===== config.mk =====
export PLATFORM = sky130hd
export DESIGN_NAME = cluster_periph_router
export DESIGN_NICKNAME = d
export VERILOG_FILES = /design/src/rtl/cluster_periph_router_pkg.sv /design/src/rtl/cluster_periph_outstanding_cnt.sv /design/src/rtl/cluster_periph_router.sv
export SDC_FILE = /design/constraint.sdc
export NUM_CORES = 1
export LEC_CHECK = 0
export ABC_AREA = 0
export CAP_MARGIN = 15
export CORE_AREA = 5 5 218 220
export DETAILED_ROUTE_END_ITERATION = 10
export DIE_AREA = 0 0 223 225
export MAX_ROUTING_LAYER = met4
export SLEW_MARGIN = 15
export SYNTH_ARGS = -nofsm -noshare
export SYNTH_HDL_FRONTEND = slang
export SYNTH_SLANG_ARGS = --single-unit
export TNS_END_PERCENT = 1

===== constraint.sdc =====
create_clock -name clk_i -period 4.15 [get_ports clk_i]
set_input_delay 0.6225 -clock clk_i [delete_from_list [all_inputs] [get_ports clk_i]]
set_output_delay 0.6225 -clock clk_i [all_outputs]
set_load 0.02 [all_outputs]

===== src/rtl/cluster_periph_router_pkg.sv =====
// Shared cluster peripheral definitions: slave plug IDs, unmapped-slot
// decode, error response data and the router state encoding.
package cluster_periph_router_pkg;

  localparam int NB_SPERIPHS = 11;

  localparam int SPER_EOC_ID         = 0;
  localparam int SPER_TIMER_ID       = 1;
  localparam int SPER_EVENT_U_ID     = 2;
  localparam int SPER_UNMAPPED_ID    = 3;
  localparam int SPER_HWPE_ID        = 4;
  localparam int SPER_ICACHE_CTRL_ID = 5;
  localparam int SPER_DMA_CL_ID      = 6;
  localparam int SPER_DMA_FC_ID      = 7;
  localparam int SPER_DECOMP_ID      = 8;
  localparam int SPER_EXT_ID         = 9;
  localparam int SPER_LOCKSTEP_ID    = 10;

  localparam logic [31:0] ERR_RDATA = 32'hBADACCE5;

  typedef enum logic [1:0] {
    RT_IDLE = 2'd0,
    RT_BUSY = 2'd1,
    RT_ERR  = 2'd2
  } router_state_e;

  // Slot 3 has no plug behind it; anything past the last plug is also unmapped.
  function automatic logic sper_is_unmapped(input logic [3:0] idx, input int nb);
    return (int'(idx) >= nb) || (int'(idx) == SPER_UNMAPPED_ID);
  endfunction

endpackage


===== src/rtl/cluster_periph_outstanding_cnt.sv =====
// Saturating up/down counter of accepted-but-unanswered transactions.
// Simultaneous inc and dec leave the count unchanged.
module cluster_periph_outstanding_cnt #(
  parameter int MAX_CNT = 4,
  localparam int CNT_W  = $clog2(MAX_CNT + 1)
) (
  input  logic             clk_i,
  input  logic             rst_ni,
  input  logic             inc_i,
  input  logic             dec_i,
  output logic [CNT_W-1:0] cnt_o,
  output logic             full_o,
  output logic             empty_o
);

  logic [CNT_W-1:0] cnt_q;

  assign cnt_o   = cnt_q;
  assign full_o  = (cnt_q == CNT_W'(MAX_CNT));
  assign empty_o = (cnt_q == '0);

  // Count up on accept, down on response, clamped at both ends.
  always_ff @(posedge clk_i or negedge rst_ni) begin
    if (!rst_ni) begin
      cnt_q <= '0;
    end else if (inc_i && !dec_i && !full_o) begin
      cnt_q <= cnt_q + CNT_W'(1);
    end else if (dec_i && !inc_i && !empty_o) begin
      cnt_q <= cnt_q - CNT_W'(1);
    end
  end

endmodule


===== src/rtl/cluster_periph_router.sv =====
// Routes the cluster peripheral-interconnect master port to the peripheral
// plugs. Only one target may have transactions in flight at a time, which
// keeps responses in order; unmapped slots get a local error response.
module cluster_periph_router #(
  parameter int NB_SPERIPHS     = cluster_periph_router_pkg::NB_SPERIPHS,
  parameter int ADDR_WIDTH      = 32,
  parameter int DATA_WIDTH      = 32,
  parameter int IDX_LSB         = 10,
  parameter int MAX_OUTSTANDING = 4
) (
  input  logic                              clk_i,
  input  logic                              rst_ni,
  input  logic                              mst_req_i,
  input  logic [ADDR_WIDTH-1:0]             mst_add_i,
  input  logic                              mst_wen_i,
  input  logic [DATA_WIDTH-1:0]             mst_wdata_i,
  input  logic [DATA_WIDTH/8-1:0]           mst_be_i,
  output logic                              mst_gnt_o,
  output logic                              mst_r_valid_o,
  output logic [DATA_WIDTH-1:0]             mst_r_rdata_o,
  output logic                              mst_r_opc_o,
  output logic [NB_SPERIPHS-1:0]            slv_req_o,
  output logic [ADDR_WIDTH-1:0]             slv_add_o,
  output logic                              slv_wen_o,
  output logic [DATA_WIDTH-1:0]             slv_wdata_o,
  output logic [DATA_WIDTH/8-1:0]           slv_be_o,
  input  logic [NB_SPERIPHS-1:0]            slv_gnt_i,
  input  logic [NB_SPERIPHS-1:0]            slv_r_valid_i,
  input  logic [NB_SPERIPHS*DATA_WIDTH-1:0] slv_r_rdata_i,
  input  logic [NB_SPERIPHS-1:0]            slv_r_opc_i,
  output logic                              stray_rsp_o
);

  import cluster_periph_router_pkg::*;

  localparam int CNT_W = $clog2(MAX_OUTSTANDING + 1);

  router_state_e          state_q, state_d;
  logic [3:0]             tgt_q;
  logic [3:0]             idx, idx_sel;
  logic                   mapped;
  logic                   fwd_ok;
  logic                   gnt;
  logic                   acc_map, acc_err;
  logic                   rsp_hit;
  logic [NB_SPERIPHS-1:0] hit_mask;
  logic                   stray_d;
  logic [CNT_W-1:0]       cnt;
  logic                   cnt_full, cnt_empty;

  assign slv_add_o   = mst_add_i;
  assign slv_wen_o   = mst_wen_i;
  assign slv_wdata_o = mst_wdata_i;
  assign slv_be_o    = mst_be_i;

  assign idx     = mst_add_i[IDX_LSB+3:IDX_LSB];
  assign mapped  = !sper_is_unmapped(idx, NB_SPERIPHS);
  // Keeps the grant lookup in range when the index is unmapped.
  assign idx_sel = mapped ? idx : 4'd0;

  // A response from the current target frees a slot in the same cycle, so a
  // full counter does not block a request that arrives with that response.
  assign rsp_hit = (state_q == RT_BUSY) && slv_r_valid_i[tgt_q] && !cnt_empty;
  assign fwd_ok  = mapped && (!cnt_full || rsp_hit) &&
                   ((state_q == RT_IDLE) || ((state_q == RT_BUSY) && (idx == tgt_q)));

  assign acc_map = mst_req_i && gnt && mapped;
  assign acc_err = mst_req_i && gnt && !mapped;
  assign mst_gnt_o = gnt;

  cluster_periph_outstanding_cnt #(
    .MAX_CNT (MAX_OUTSTANDING)
  ) i_outstanding_cnt (
    .clk_i   (clk_i),
    .rst_ni  (rst_ni),
    .inc_i   (acc_map),
    .dec_i   (rsp_hit),
    .cnt_o   (cnt),
    .full_o  (cnt_full),
    .empty_o (cnt_empty)
  );

  // Request fan-out, grant return, stray detection and next-state decode.
  always_comb begin
    slv_req_o = '0;
    hit_mask  = '0;
    gnt       = 1'b0;
    state_d   = state_q;

    for (int i = 0; i < NB_SPERIPHS; i++) begin
      if (fwd_ok && mst_req_i && (int'(idx) == i)) slv_req_o[i] = 1'b1;
      if (rsp_hit && (int'(tgt_q) == i))          hit_mask[i]  = 1'b1;
    end

    if (mst_req_i) begin
      if (fwd_ok) begin
        gnt = slv_gnt_i[idx_sel];
      end else if (!mapped && (state_q == RT_IDLE)) begin
        gnt = 1'b1;
      end
    end

    stray_d = |(slv_r_valid_i & ~hit_mask);

    unique case (state_q)
      RT_IDLE: begin
        if (acc_map)      state_d = RT_BUSY;
        else if (acc_err) state_d = RT_ERR;
      end
      RT_BUSY: begin
        if (rsp_hit && !acc_map && (cnt == CNT_W'(1))) state_d = RT_IDLE;
      end
      RT_ERR:  state_d = RT_IDLE;
      default: state_d = RT_IDLE;
    endcase
  end

  // State and target tracking; the target is latched only when leaving IDLE.
  always_ff @(posedge clk_i or negedge rst_ni) begin
    if (!rst_ni) begin
      state_q <= RT_IDLE;
      tgt_q   <= 4'd0;
    end else begin
      state_q <= state_d;
      if ((state_q == RT_IDLE) && acc_map) tgt_q <= idx;
    end
  end

  // Registered response path: target response or local error, data zeroed when idle.
  always_ff @(posedge clk_i or negedge rst_ni) begin
    if (!rst_ni) begin
      mst_r_valid_o <= 1'b0;
      mst_r_rdata_o <= '0;
      mst_r_opc_o   <= 1'b0;
      stray_rsp_o   <= 1'b0;
    end else begin
      stray_rsp_o <= stray_d;
      if (rsp_hit) begin
        mst_r_valid_o <= 1'b1;
        mst_r_rdata_o <= slv_r_rdata_i[int'(tgt_q)*DATA_WIDTH +: DATA_WIDTH];
        mst_r_opc_o   <= slv_r_opc_i[tgt_q];
      end else if (acc_err) begin
        mst_r_valid_o <= 1'b1;
        mst_r_rdata_o <= ERR_RDATA;
        mst_r_opc_o   <= 1'b1;
      end else begin
        mst_r_valid_o <= 1'b0;
        mst_r_rdata_o <= '0;
        mst_r_opc_o   <= 1'b0;
      end
    end
  end

endmodule


==> results.md <==
* Run status: finished clean
* Die area at 0.0502 mm^2
* Cell family with most CP delay: buffers and inverters
* Row count at between 70 and 80
* Main combinational cell family by area after synthesis: multiplexers
* Fmax at 252 MHz
* CTS hold repair buffers at 0
* Final setup vio count at 0
* Reg clk slew, reported paths at 70 ps
* Leak Pwr at between 0.003 and 0.004 uW
* TritonCTS buffer count at 5
* Count leader, synth: nor2_1
* Longest Clk Path Bufs at 2
* Skew final at about 5.8 ps
* P_int at ~2600 uW
* WP buf/inv at 2
* Sink Count at 44
* Setup Crit Path Kind: input port to primary output
* Share of power burned in registers at 15.4%
* Fin. Hold Viols at 0
* Number of flops mapped to enable cells by yosys at 0
* Clock H-tree levels at 2
* Commonest cells in the netlist: nor2_1, a21oi_1, buf_4
* Critical-path maximum fanout at 12
* Cells after DPL at ~1,500
* RePlAce Congestion at between 0.9 and 1
* I/O Buffers at 440
* First-pass GRT wire length at 48,300 um
* # IOs at 573
* Worst Max-Slew Pin Slew at between 1000 and 1500 ps
* Final worst setup slack at ~190 ps
* Area leader, netlist: mux4_2
* Area Growth Syn to Fin at 84.7%
* Top Usage Layer GRT: met2
* Max-Cap Viols at 0
* Combinational cell fraction of total power at 74.1%
* Relative slew slack at 16.1%
* Final worst-path cycle share at 95.5%
* Register area at 0.00111 mm^2
* GRT met1 Usage at 14.2%
* Grt ovf at 0
* Mapped Area at 0.00557 mm^2
* Most frequent cell on the critical path: clkdlybuf4s50_1
* Netlist cell types at 54
* Synthesis-stage register bit count at 44
* Final wirelength at around 35,000 um
* Switching part of the total at between 40% and 50%
* Asr flop ratio synth at 100%
* Worst hold margin at ~450 ps
* Total track usage at 13.6%
* Peak VDD IR at 0.233 mV
* Hold Path Class: input port to asynchronous set/reset pin
* R2R depth at 7
* Nets at 1,406
* Initial DRC count at 386
* Worst-path cell chain: clkdlybuf4s50_1 > xor2_1 > o41ai_2 > nor4b_1 > o21ai_1 > or3_1 > nor3_1 > clkdlybuf4s50_1
* Final Critical Period at 3960 ps
* PwrDens at 477 mW/mm^2
* Post-route DRC at 0
* Largest net degree at the start of global routing at ~60
* Multi-input gate area at about 0.0037 mm^2
* Die height at 225 um
* Initial Util at 12.4%
* Ys flop type: dfrtp_1
* DR pass1 iterations at 5
* Critical path required time at around 3500 ps
* CTS Root Cell: clkbuf_16
* Switching power total at 2300 uW
* Synth Area in Adders at 0.898%
* Clk pwr share at 10.6%
* Vias in the first global route at between 6,000 and 7,000
* Die W at 223 um
* Share of layout cells above drive strength 1 at 11.5%
* Synth Area in Simple Gates at 11.3%
* Multiplexer area fraction after synthesis at 34.6%
* Synth top area cells: mux4_2, dfrtp_1, buf_4
* Clk_lat worst skew at 320 ps
* CP endpoint kind: primary output
* Startpoint types: input port
* Met3 Use GR at 4.08%
* Wire per inst at 22.7 um
* Initial antenna violation count at 6
* Layout fillers at 4,902
* Syn_nets at between 1,000 and 1,500
* Slew Limit Fails at 0
* Crit path largest cell delay at 650 ps
* CTS tree: built
* Post-DRT Antenna Nets at 0
* Reg-to-reg critical path startpoint: tgt_q[1]$_DFFE_PN0P_
* PostCTS Resize Cnt at 0
* Post-CTS Setup Bufs at 0
* RSZ-0062 raised after global routing: no
* Met2 GRT Util at 24.0%
* Final TNS setup at 0 ps
* Post-Syn Instances at 609
* Synth Warn # at 0
* CP max stage cell: clkdlybuf4s50_1
* Detailed Place HPWL at 29,400 um
* Via count at 6,470
* Flop-to-flop setup slack at around 1400 ps
* CP arrival at 3340 ps
* XOR/XNOR share of the synthesized area at 0.786%
* Share of the synthesized area in the top cell type at 26.7%
* Post-synthesis sequential area ratio at 19.8%
* Routed vias/inst at 4.18
* Dpl ws at 205 ps
* Syn_area_per_cell at 9.15 um^2
* Worst R2R End: mst_r_rdata_o[11]$_DFF_PN0_
* Fin cells at 1,549
* Core area at 0.0451 mm^2
* Compound-gate portion of the synthesized area at 18.2%
[registers in the layout, indices dropped and copies added (netlist names)]
signal / count
mst_r_rdata_o: 32
tgt_q: 4
i_outstanding_cnt.cnt_o: 3
state_q: 2
mst_r_opc_o: 1
mst_r_valid_o: 1
stray_rsp_o: 1
[routing by layer]
layer | up-vias | routed length (um)
li1 | 2874 | -
met1 | 3087 | 12700
met2 | 431 | 18100
met3 | 78 | 3050
met4 | 0 | 1260
met5 | - | 0
[cells by family (layout without fill, tap and decap cells)]
kind of cell,Yosys count,count (layout)
AOI/OAI and AO/OA,163,163
muxes,109,109
other,1,4
adders and majority gates,4,4
buffers and inverters,137,474
DFF,44,44
and+or+nand+nor,146,146
xor gates and xnor gates,5,5
[through the flow]
step	instance area, um^2	util [%]	total power (uW)
2_1_floorplan	5570	-	3140
3_3_place_gp	10100	22.4	4430
3_5_place_dp	10100	22.4	4460
4_1_cts	10300	22.8	5030
5_1_grt	10300	22.8	5290
6_report	10300	22.8	4910
[cell usage in the layout, fill, tap and decap left out, drive strengths merged, types with 2 or more instances in the layout]
cell             n
a21oi           91
diode            3
mux2             5
mux2i           38
or2              2
dfrtp           44
mux4            66
nor3             6
o21ai           12
a31oi            2
o22ai            3
xor2             4
a221o            2
a2bb2oi          2
or3              3
inv             11
buf             16
nor4             2
nand3            4
nand2b           8
nor2            98
a211oi          33
clkbuf           6
nand2           14
ha               4
nor2b            4
clkdlybuf4s50  439
o31ai            2
[how the worst max path moves through the flow]
stage | cells past startpoint | startpoint | endpoint | slack, ps
floorplan | 7 | mst_add_i[12] | slv_req_o[4] | 1130
global placement | 8 | mst_add_i[13] | slv_req_o[4] | 200
detailed placement | 8 | mst_add_i[13] | slv_req_o[0] | 200
CTS | 8 | mst_add_i[13] | slv_req_o[4] | 190
global route | 8 | mst_add_i[13] | slv_req_o[4] | 6
finish | 8 | mst_add_i[13] | slv_req_o[4] | 190
[worst reg2reg max path, delay by kind of cell (launching register included)]
family                 cells  cell delay (ps)
AND/OR/NAND/NOR            1               50
AO/OA/AOI/OAI              3              710
flip-flops                 1              530
buffers and inverters      2              990
multiplexers               1              440
[area by class of cell]
type | count | area share (%)
repair buffers | 455 | 43.9
multi-input cells | 428 | 35.8
flip-flops and latches | 44 | 10.8
well taps | 600 | 7.30
inverters | 11 | 0.401
clock inverters | 2 | 0.377
clock buffers | 6 | 1.35
diodes | 3 | 0.0730
[power groups by stage]
stage	logic [uW]	registers [uW]	clock network, uW
4_1_cts	3710	756	567
2_1_floorplan	2370	778	0
3_5_place_dp	3690	765	0
6_report	3640	754	518
3_3_place_gp	3670	760	0
5_1_grt	3950	775	570
Note: power is estimated with default switching activity, not from simulation.
